==> config.mk <==
export PLATFORM = sky130hd
export DESIGN_NAME = servant_uart_rx
export DESIGN_NICKNAME = d
export VERILOG_FILES = /design/src/rtl/servant_uart_pkg.sv /design/src/rtl/servant_sync.sv /design/src/rtl/servant_uart_rx.sv
export SDC_FILE = /design/constraint.sdc
export NUM_CORES = 1
export LEC_CHECK = 0
export CORE_UTILIZATION = 32
export CTS_BUF_LIST = sky130_fd_sc_hd__clkbuf_8
export CTS_CLUSTER_SIZE = 30
export DETAILED_ROUTE_END_ITERATION = 16
export GPL_ROUTABILITY_DRIVEN = 1
export PLACE_DENSITY_LB_ADDON = 0.1
export SLEW_MARGIN = 20
export SYNTH_ARGS = -nofsm -noshare
export SYNTH_HDL_FRONTEND = slang
export SYNTH_HIERARCHICAL = 1
export SYNTH_SLANG_ARGS = --single-unit
export TNS_END_PERCENT = 30
==> constraint.sdc <==
create_clock -name wb_clk -period 1.78 [get_ports wb_clk]
set_input_delay 0.356 -clock wb_clk [delete_from_list [all_inputs] [get_ports wb_clk]]
set_output_delay 0.356 -clock wb_clk [all_outputs]
set_load 0.005 [all_outputs]
==> src/rtl/servant_uart_pkg.sv <==
// Shared types and constants for the servant UART receiver.
package servant_uart_pkg;

  typedef enum logic [2:0] {
    IDLE,
    START,
    DATA,
    STOP,
    WAIT_IDLE
  } rx_state_t;

  localparam int DATA_BITS      = 8;
  localparam int BIT_CYCLES_DEF = 278;

endpackage

==> src/rtl/servant_sync.sv <==
// N-flop synchronizer for asynchronous single-bit inputs; resets to a preset value.
module servant_sync #(
  parameter int   STAGES    = 2,
  parameter logic RESET_VAL = 1'b1
) (
  input  logic clk,
  input  logic rst_n,
  input  logic d,
  output logic q
);

  logic [STAGES-1:0] ff;

  always_ff @(posedge clk or negedge rst_n) begin
    if (!rst_n) begin
      ff <= {STAGES{RESET_VAL}};
    end else begin
      ff <= {ff[STAGES-2:0], d};
    end
  end

  assign q = ff[STAGES-1];

endmodule

==> src/rtl/servant_uart_rx.sv <==
// 8N1 UART receiver with valid/ready output and framing/overrun error pulses.
//   state     | meaning
//   IDLE      | line idle, waiting for a falling edge
//   START     | timing to mid start bit to reject glitches
//   DATA      | sampling 8 data bits at mid-bit, LSB first
//   STOP      | sampling the stop bit, delivering or dropping the byte
//   WAIT_IDLE | after a framing error, wait for the line to return high
module servant_uart_rx
  import servant_uart_pkg::*;
#(
  parameter int BIT_CYCLES  = BIT_CYCLES_DEF,
  parameter int SYNC_STAGES = 2
) (
  input  logic                 wb_clk,
  input  logic                 wb_rst_n,
  input  logic                 i_rx,
  output logic [DATA_BITS-1:0] o_data,
  output logic                 o_valid,
  input  logic                 i_ready,
  output logic                 o_frame_err,
  output logic                 o_overrun
);

  localparam int             CW      = $clog2(BIT_CYCLES);
  localparam logic [CW-1:0]  HALF_M1 = CW'(BIT_CYCLES / 2 - 1);
  localparam logic [CW-1:0]  FULL_M1 = CW'(BIT_CYCLES - 1);
  localparam logic [2:0]     LAST_BIT = 3'(DATA_BITS - 1);

  rx_state_t            state;
  logic [CW-1:0]        cnt;
  logic [2:0]           bit_cnt;
  logic [DATA_BITS-1:0] shreg;
  logic                 rx_s;

  servant_sync #(
    .STAGES    (SYNC_STAGES),
    .RESET_VAL (1'b1)
  ) u_sync (
    .clk   (wb_clk),
    .rst_n (wb_rst_n),
    .d     (i_rx),
    .q     (rx_s)
  );

  always_ff @(posedge wb_clk or negedge wb_rst_n) begin
    if (!wb_rst_n) begin
      state       <= IDLE;
      cnt         <= '0;
      bit_cnt     <= '0;
      shreg       <= '0;
      o_data      <= '0;
      o_valid     <= 1'b0;
      o_frame_err <= 1'b0;
      o_overrun   <= 1'b0;
    end else begin
      o_frame_err <= 1'b0;
      o_overrun   <= 1'b0;
      if (o_valid && i_ready) o_valid <= 1'b0;

      case (state)
        IDLE: begin
          if (!rx_s) begin
            state <= START;
            cnt   <= '0;
          end
        end

        START: begin
          if (cnt == HALF_M1) begin
            if (!rx_s) begin
              state   <= DATA;
              cnt     <= '0;
              bit_cnt <= '0;
            end else begin
              state <= IDLE;
            end
          end else begin
            cnt <= cnt + CW'(1);
          end
        end

        DATA: begin
          if (cnt == FULL_M1) begin
            cnt     <= '0;
            shreg   <= {rx_s, shreg[DATA_BITS-1:1]};
            bit_cnt <= bit_cnt + 3'd1;
            if (bit_cnt == LAST_BIT) state <= STOP;
          end else begin
            cnt <= cnt + CW'(1);
          end
        end

        STOP: begin
          if (cnt == FULL_M1) begin
            cnt <= '0;
            if (rx_s) begin
              // An accept in this same cycle frees the slot for the new byte.
              if (!o_valid || i_ready) begin
                o_data  <= shreg;
                o_valid <= 1'b1;
              end else begin
                o_overrun <= 1'b1;
              end
              state <= IDLE;
            end else begin
              o_frame_err <= 1'b1;
              state       <= WAIT_IDLE;
            end
          end else begin
            cnt <= cnt + CW'(1);
          end
        end

        WAIT_IDLE: begin
          if (rx_s) state <= IDLE;
        end

        default: state <= IDLE;
      endcase
    end
  end

endmodule

==> results.md <==
- Status: finished clean
- Yosys top cell area share: 47.7%
- Ys async rst share: 100%
- Relative max-transition margin: 70.1%
- Syn avg cell area: 11.8 µm²
- Final non-filler cell area: 2280 µm²
- Cell Area, Placed: 2130 µm²
- N_diodes: 0
- Antenna violations before repair: 0
- Worst min path class: in -> async
- Fmax: 0.573 GHz
- Avg WL per Cell: 14.9 µm
- Worst Path Arrival: 1.91 ns
- Die ar.: 5880 µm²
- Area contributors post-synth: dfrtp_1, mux2_2, ha_1
- Number of flops mapped to enable cells by yosys: 0
- Clock Skew: 0.00880 ns
- Leading area contributor after synthesis: dfrtp_1
- Max H-tree Level: 2
- Cell count after synthesis: 151
- CP Capture Type: flop
- Core box area: 5240 µm²
- MaxCap Viol Count: 0
- Final worst-path cycle share: 98.1%
- First-pass GRT wire length: 6780 µm
- RSZ-0062 raised after global routing: true
- PD cells: 641 nW/µm²
- Number of global-route vias before repair: 1341
- Layout cells sized above 1: 35.8%
- Crit path time final: 1.75 ns
- Fin. Hold Viols: 0
- Starting Density: 34.1%
- CTS Buf Count: 5
- Remaining global-route overflow: 0
- Vias per cell: 5.00
- Worst EP required: 1.95 ns
- Vias: 1299
- PortBufs: 14
- Distinct cells, synth: 45
- Worst Path Max Fanout: 4
- HPWL after DPL: 2750 µm
- Worst-Skew Late Latency: 0.29 ns
- CTS sink count: 36
- Setup violators final: 0
- Routability congestion estimate: 0.857
- Ports: 15
- Post-Syn Area: 1780 µm²
- Dominant synthesized flop cell: dfrtp_1
- Initial drt markers: 117
- TritonCTS clock tree: done
- Clock buffer depth: 2
- Final layout net count: 198
- DRC: 0
- Peak supply drop: 0.437 mV
- Ys Warns: 6
- Actual slew at the worst max-slew pin: 0.448 ns
- Post-Syn Nets: 160
- CTS Hold Bufs: 0
- Detailed-route wire length: 3870 µm
- Setup tns final: 0 ns
- Largest net degree at the start of global routing: 37
- Post-CTS Setup Bufs: 0
- Clock-pin slew of the registers on the worst-case setup and hold paths: 0.08 ns
- Lkg Pwr: 1.08 nW
- GRT Util Overall: 14.9%
- Die Wd: 76.7 µm
- Die Y-Extent: 76.7 µm
- Drt first pass iters: 4
- Root Driver: clkbuf_8
- Seq/Total Area, Yosys: 50.6%
- Area Overhead vs Synth: 27.6%
- Row cnt: 26
- Crit path kind: reg -> reg
- Worst Setup Start Kind: flop
- Detail Route Antenna Nets: 0
- Seq cells post-synth: 36
- Max Slew Vio Count: 0
## area by class of cell
cell class                 instances  area, µm²
tap                               70       87.6
multi-input combinational        100        856
inverter                          10       37.5
clock buffer                       6       82.6
fill                             475       2960
clock inverter                     2       10.0
sequential                        36        903
timing repair buffer              36        300
## power by group
part           switching (mW)  internal (mW)
Combinational          0.0223         0.0101
Clock                   0.296          0.309
Sequential            0.00142          0.822
## cells in the final DEF (no fill, tap or decap), types with 3 or more instances in the layout
| cell | n |
|---|---|
| nor2_1 | 9 |
| clkdlybuf4s50_1 | 13 |
| a21oi_1 | 5 |
| o21ai_0 | 7 |
| clkbuf_8 | 6 |
| nor3_1 | 4 |
| o21ai_1 | 3 |
| mux2_2 | 16 |
| nand2_1 | 5 |
| inv_1 | 9 |
| dfrtp_1 | 34 |
| nand3_1 | 3 |
| o22ai_1 | 4 |
| buf_4 | 22 |
| o221ai_1 | 3 |
| ha_1 | 4 |
## synth_stat cells, types with 2 or more instances
cell,instances
dfrtp_1,34
mux2_2,16
inv_1,10
nor2_1,9
o21ai_0,9
nand2_1,7
a21oi_1,5
ha_1,5
nor3_1,4
o22ai_1,4
nand3_1,3
o221ai_1,3
a22o_1,2
and4bb_2,2
buf_2,2
buf_6,2
dfstp_2,2
mux2i_1,2
nor2b_1,2
nor4_1,2
or2_2,2
## per-stage QoR
step / util [%] / hold slack [ns] / setup slack, ns / cells / total power, mW
floorplan: - / 0.0604 / 0.0168 / 151 / 0.846
global placement: 40.7 / 0.348 / -0.0329 / 252 / 0.872
detailed placement: 40.7 / 0.349 / -0.0591 / 252 / 0.873
CTS: 42.8 / 0.114 / -0.00848 / 260 / 1.49
global route: 43.5 / 0.131 / -0.0468 / 260 / 1.53
finish: 43.5 / 0.0964 / 0.0340 / 260 / 1.46
## cells by family (layout without fill, tap and decap cells)
| group | count (synthesis) | in the layout | synth area share [%] |
|---|---|---|---|
| and+or+nand+nor | 39 | 39 | 13.7 |
| DFF | 36 | 36 | 50.6 |
| AOI/OAI and AO/OA | 35 | 35 | 14.6 |
| muxes | 20 | 20 | 12.7 |
| buffers and inverters | 15 | 54 | 4.35 |
| adders and majority gates | 5 | 5 | 3.51 |
| xor gates and xnor gates | 1 | 1 | 0.491 |
## sequential cells by signal (all words and copies together) (netlist names)
register,count
o_frame_err,1
state,3
shreg,8
u_sync/ff,2
cnt,9
o_data,8
o_valid,1
bit_cnt,3
o_overrun,1
## worst max-delay path, cell delays in order, from the launching register on
cell	delay [ns]
dfrtp_1	0.41
inv_2	0.09
ha_4	0.12
and4bb_2	0.28
nand2_4	0.08
a221oi_2	0.30
mux2_1	0.35
## layer usage
metal | routed length [µm] | global-route usage, % | share of wire, %
met1 | 1860 | 19.7 | 48
met2 | 1780 | 23.5 | 46
met3 | 173 | 3.93 | 4.5
met4 | 55 | 5.19 | 1.4
met5 | 0 | 0 | 0
## what timing repair did
item | CTS | global route
hold endpoints to repair | 0 | 0
setup endpoints to repair | 20 | 27
pin swaps | 0 | 2
gates resized for setup | 4 | 10
## final timing paths
path | to | depth (start not counted) | slack, ns | start
max | state[1] | 6 | 0.03 | cnt[1]
min | cnt[6] | 2 | 0.1 | wb_rst_n
max reg2reg | state[1] | 6 | 0.03 | cnt[1]
min reg2reg | u_sync/ff[1] | 0 | 0.36 | u_sync/ff[0]
max in group asynchronous | u_sync/ff[0] | 2 | 1.33 | wb_rst_n
min in group wb_clk | u_sync/ff[1] | 0 | 0.36 | u_sync/ff[0]
Note: power is estimated with default switching activity, not from simulation.
